File: config.mk
export PLATFORM = sky130hd
export DESIGN_NAME = rx_packer
export DESIGN_NICKNAME = d
export VERILOG_FILES = /design/src/rtl/rx_packer.sv
export SDC_FILE = /design/constraint.sdc
export NUM_CORES = 1
export LEC_CHECK = 0
export ABC_AREA = 0
export CAP_MARGIN = 20
export CORE_MARGIN = 4
export CORE_UTILIZATION = 50
export DETAILED_ROUTE_END_ITERATION = 8
export PLACE_DENSITY = 0.78
export REMOVE_ABC_BUFFERS = 1
export SLEW_MARGIN = 20
export SYNTH_ARGS = -nofsm -noshare
export SYNTH_HDL_FRONTEND = slang
export SYNTH_SLANG_ARGS = --single-unit
File: constraint.sdc
create_clock -name clk -period 5.05 [get_ports clk]
set_clock_uncertainty 0.05 [all_clocks]
set_input_delay 1.01 -clock clk [delete_from_list [all_inputs] [get_ports clk]]
set_output_delay 1.01 -clock clk [all_outputs]
set_load 0.02 [all_outputs]
File: src/rtl/rx_packer.sv
// Packs 32-bit words from a RIFFA-style RX channel into WIDTH-bit instruction beats.
// Define RX_PAD_EN to zero-fill and emit a trailing partial beat; otherwise it is dropped.
module rx_packer #(
   parameter int unsigned WIDTH = 64
) (
   input  logic             clk,
   input  logic             rst_n,
   input  logic             CHNL_RX,
   output logic             CHNL_RX_ACK,
   input  logic             CHNL_RX_LAST,
   input  logic [31:0]      CHNL_RX_LEN,
   input  logic [30:0]      CHNL_RX_OFF,
   input  logic [31:0]      CHNL_RX_DATA,
   input  logic             CHNL_RX_DATA_VALID,
   output logic             CHNL_RX_DATA_REN,
   output logic             o_val,
   input  logic             o_rdy,
   output logic [WIDTH-1:0] o_data,
   output logic             o_err
);

   localparam int unsigned Pieces = WIDTH / 32;
   localparam int unsigned IdxW   = (Pieces > 1) ? $clog2(Pieces) : 1;
   localparam logic [IdxW-1:0] LastIdx = IdxW'(Pieces - 1);

   typedef enum logic [1:0] {StIdle, StAck, StRecv, StWaitLow} state_e;

   state_e           state_q, state_d;
   logic [31:0]      remain_q, remain_d;
   logic [IdxW-1:0]  idx_q, idx_d;
   logic [WIDTH-1:0] pack_q, pack_d;
   logic [WIDTH-1:0] out_q, out_d;
   logic             val_q, val_d;
   logic             err_q, err_d;
   logic             accept;

   logic unused_inputs;
   assign unused_inputs = ^{CHNL_RX_LAST, CHNL_RX_OFF};

`ifdef RX_PAD_EN
   logic out_free;
   assign out_free = !val_q || o_rdy;

   // Slots at or above n were never written for this beat; force them to zero.
   function automatic logic [WIDTH-1:0] pad_tail(input logic [WIDTH-1:0] w,
                                                 input logic [IdxW-1:0] n);
      logic [WIDTH-1:0] r;
      r = w;
      for (int k = 0; k < int'(Pieces); k++) begin
         if (k >= int'(n)) r[32*k +: 32] = '0;
      end
      return r;
   endfunction
`endif

   assign CHNL_RX_ACK      = (state_q == StAck);
   assign CHNL_RX_DATA_REN = (state_q == StRecv) && (remain_q != '0) &&
                             ((idx_q != LastIdx) || !val_q || o_rdy);
   assign accept           = CHNL_RX_DATA_REN && CHNL_RX_DATA_VALID;
   assign o_val            = val_q;
   assign o_data           = out_q;
   assign o_err            = err_q;

   always_comb begin
      state_d  = state_q;
      remain_d = remain_q;
      idx_d    = idx_q;
      pack_d   = pack_q;
      out_d    = out_q;
      val_d    = val_q && !o_rdy;
      err_d    = err_q;
      unique case (state_q)
         StIdle: begin
            if (CHNL_RX) begin
               remain_d = CHNL_RX_LEN;
               idx_d    = '0;
               state_d  = StAck;
            end
         end
         StAck: state_d = (remain_q == '0) ? StWaitLow : StRecv;
         StRecv: begin
            if (accept) begin
               pack_d[32*int'(idx_q) +: 32] = CHNL_RX_DATA;
               remain_d = remain_q - 32'd1;
               if (idx_q == LastIdx) begin
                  idx_d = '0;
                  out_d = pack_d;
                  val_d = 1'b1;
               end else begin
                  idx_d = idx_q + 1'b1;
               end
            end
            if (remain_q == '0) begin
               if (idx_q == '0) begin
                  state_d = StWaitLow;
               end else begin
`ifdef RX_PAD_EN
                  if (out_free) begin
                     out_d   = pad_tail(pack_q, idx_q);
                     val_d   = 1'b1;
                     idx_d   = '0;
                     state_d = StWaitLow;
                  end
`else
                  err_d   = 1'b1;
                  idx_d   = '0;
                  state_d = StWaitLow;
`endif
               end
            end else if (!CHNL_RX) begin
               err_d = 1'b1;
               if (idx_d == '0) begin
                  state_d = StIdle;
               end else begin
`ifdef RX_PAD_EN
                  // Output busy: zero remain so the normal tail path flushes it later.
                  if (out_free) begin
                     out_d   = pad_tail(pack_d, idx_d);
                     val_d   = 1'b1;
                     idx_d   = '0;
                     state_d = StIdle;
                  end else begin
                     remain_d = '0;
                  end
`else
                  idx_d   = '0;
                  state_d = StIdle;
`endif
               end
            end
         end
         StWaitLow: if (!CHNL_RX) state_d = StIdle;
         default:   state_d = StIdle;
      endcase
   end

   always_ff @(posedge clk or negedge rst_n) begin
      if (!rst_n) begin
         state_q  <= StIdle;
         remain_q <= '0;
         idx_q    <= '0;
         pack_q   <= '0;
         out_q    <= '0;
         val_q    <= 1'b0;
         err_q    <= 1'b0;
      end else begin
         state_q  <= state_d;
         remain_q <= remain_d;
         idx_q    <= idx_d;
         pack_q   <= pack_d;
         out_q    <= out_d;
         val_q    <= val_d;
         err_q    <= err_d;
      end
   end

endmodule
==> out/qor.txt <==
Startpoint types: register
Clock network fraction of design power: 24.5%
DPL Wire Length: 11,700 um
Worst Setup End Kind: output pin
CTS Sinks: 165
Hold Violations, Final: 0
Dominant cell type by area after synthesis: dfrtp_1
Global-route wire length before repair: 29,400 um
I/O Pins: 169
Worst-path clk slew: 0.07 ns
Switch share: 34.7%
Final RePlAce weighted congestion: 0.863
Vias per cell: 5.59
Total grt overflow: 0
Lkg Pwr: 4.10 nW
Slew margin rel.: 30.7%
Antenna violations before repair: 0
Yosys top cell area share: 52.9%
Fmax: 238 MHz
Vias: 5,827
CTS Buf Count: 17
Commonest cells after routing, fill and taps aside: dfrtp_1 (164), clkdlybuf4s50_1 (135), nand2_1 (96), o21ai_0 (87), mux2i_1 (65)
Die Wd: 133 um
Final Hold Slack: 0.429 ns
Total track usage: 20.4%
Drt wl/cell: 17.1 um
Pre-antenna DRT Iters: 5
Worst R2R Setup Slack: 1.56 ns
Tcrit/Tclk final: 83.3%
Vias in the first global route: 5,936
PD cells: 550 mW/mm^2
Yosys Warn Count: 0
Initial Util: 51.2%
Syn Std Cell Area: 0.00781 mm^2
Power share of the sequential group: 41.0%
FP Rows: 45
Die H: 133 um
Initial DRC count: 306
Antenna Nets Post-Route: 0
Post-synth EDFFs: 0
Post-CTS sizing: 0
Core Footprint: 0.0153 mm^2
RSZ-0062 raised after global routing: no
Worst Hold Class: register to register
Clk buf depth: 2
Final number of setup-violating endpoints: 0
Antenna diodes: 0
Status: complete, no violations
Final nets: 922
R2R cell count: 9
CTS tree: built
Syn Inst Count: 703
Share of layout cells above drive strength 1: 14.0%
Synthesis-stage register bit count: 165
Critical Path AT: 3.15 ns
Commonest non-fill, non-tap cell in the layout: dfrtp_1
Crit Path Category: register to output pin
Sequential share of the synthesized area: 52.9%
Die area: 0.0177 mm^2
Final Slew Violations: 0
Primary FF master, synth: dfrtp_1
Sw power: 1.88 mW
Postcts setup bufs: 0
Peak VDD IR: 0.000296 V
Minimum clock period: 4.21 ns
Max H-tree Level: 4
DRT Wirelength: 17,800 um
Post-Synthesis Mean Instance Area: 11.1 um^2
Synth top area cells: dfrtp_1 (53%), mux2i_1 (8.3%), o21ai_0 (5.6%)
Worst Hold Path Cells: 2
Cts hold-fix bufs: 0
Data required, critical path: 3.99 ns
Root Driver: clkbuf_16
Final Cell Area: 0.00985 mm^2
Largest net degree at the start of global routing: 129
PortBufs: 136
Post-Place Cell Area: 0.00924 mm^2
Remaining routing DRC violations: 0
Synth-to-layout area growth: 26.1%
Worst-Margin Slew: 1.04 ns
Combinational share of power: 34.5%
Clk_lat worst skew: 0.43 ns
Yosys cell types: 47
CP max FO: 10
Async SR Flop Fraction: 100%
Max-cap violations: 0
Power Internal: 3.54 mW
[final timing paths]
kind,to,start
max,CHNL_RX_DATA_REN,remain_q[0]
min,o_data[21],o_data[21]
max reg2reg,pack_q[34],remain_q[0]
min reg2reg,o_data[21],o_data[21]
max in group asynchronous,o_data[3],rst_n
min in group asynchronous,remain_q[2],rst_n
[synth_stat cells (4+ instances only)]
master / number
nor3_1: 10
dfrtp_1: 165
nand4_1: 7
o22ai_1: 10
nand2_1: 97
mux2i_1: 65
o22a_1: 6
a2bb2oi_1: 6
mux2_4: 29
a21oi_1: 45
o21ai_0: 87
nand2b_1: 5
nand3_1: 8
nor2_1: 28
buf_6: 7
clkbuf_1: 31
or3_1: 5
inv_1: 4
mux2_2: 35
a31oi_1: 6
[power groups by stage]
stage	sequential, mW	combinational, mW	clock [mW]
after floorplan	2.32	1.11	0
after global placement	2.19	1.80	0
after CTS	2.21	1.88	1.35
after global routing	2.28	2.05	1.40
final	2.22	1.87	1.33
after detailed placement	2.23	1.87	0
[flip-flops by register name (all words and copies together) (netlist names)]
signal and flops:
o_data 64, remain_q 32, state_q 2, o_err 1
o_val 1, idx_q 1, pack_q 64
[area by class of cell]
type                            count  area (um^2)
Fill cell                        1181         5410
Sequential cell                   165         4130
Multi-Input combinational cell    487         3410
Timing Repair Buffer              143         1430
Clock buffer                       18          439
Tap cell                          211          264
Clock inverter                     14          164
Inverter                            4         15.0
[routing by layer]
metal	vias to the layer above	share of wire, %	track usage, %
li1	2744	-	-
met5	-	0	0
met2	175	50	34.8
met3	32	5.7	5.32
met4	0	2.2	7.27
met1	2876	42	25.1
[worst max-delay path, cell delays in order (launching register included)]
cell	delay, ns
dfrtp_1	0.39
inv_1	0.10
ha_1	0.21
nor3b_1	0.36
nand2_1	0.21
or4_4	0.67
and3_1	0.24
clkdlybuf4s50_1	0.55
[metrics by stage]
step                      setup slack [ns]  setup TNS (ns)  instances  util (%)  total power, mW
after floorplan                      -1.10          -82.71        656         -             3.43
after global placement                1.34               0       1010      60.6             3.98
after global routing                 0.685               0       1042      64.6             5.73
after detailed placement              1.31               0       1010      60.6             4.09
after CTS                            0.843               0       1042      64.5             5.45
final                                0.841               0       1042      64.6             5.42
[cell families (layout without fill, tap and decap cells)]
kind of cell / after synthesis / in the layout / share of synthesized area [%]
DFF: 165 / 165 / 52.9
and+or+nand+nor: 182 / 182 / 11.3
buffers and inverters: 51 / 179 / 3.80
adders and majority gates: 3 / 3 / 0.481
muxes: 129 / 129 / 18.9
AOI/OAI and AO/OA: 173 / 173 / 12.6
Note: power is estimated with default switching activity, not from simulation.
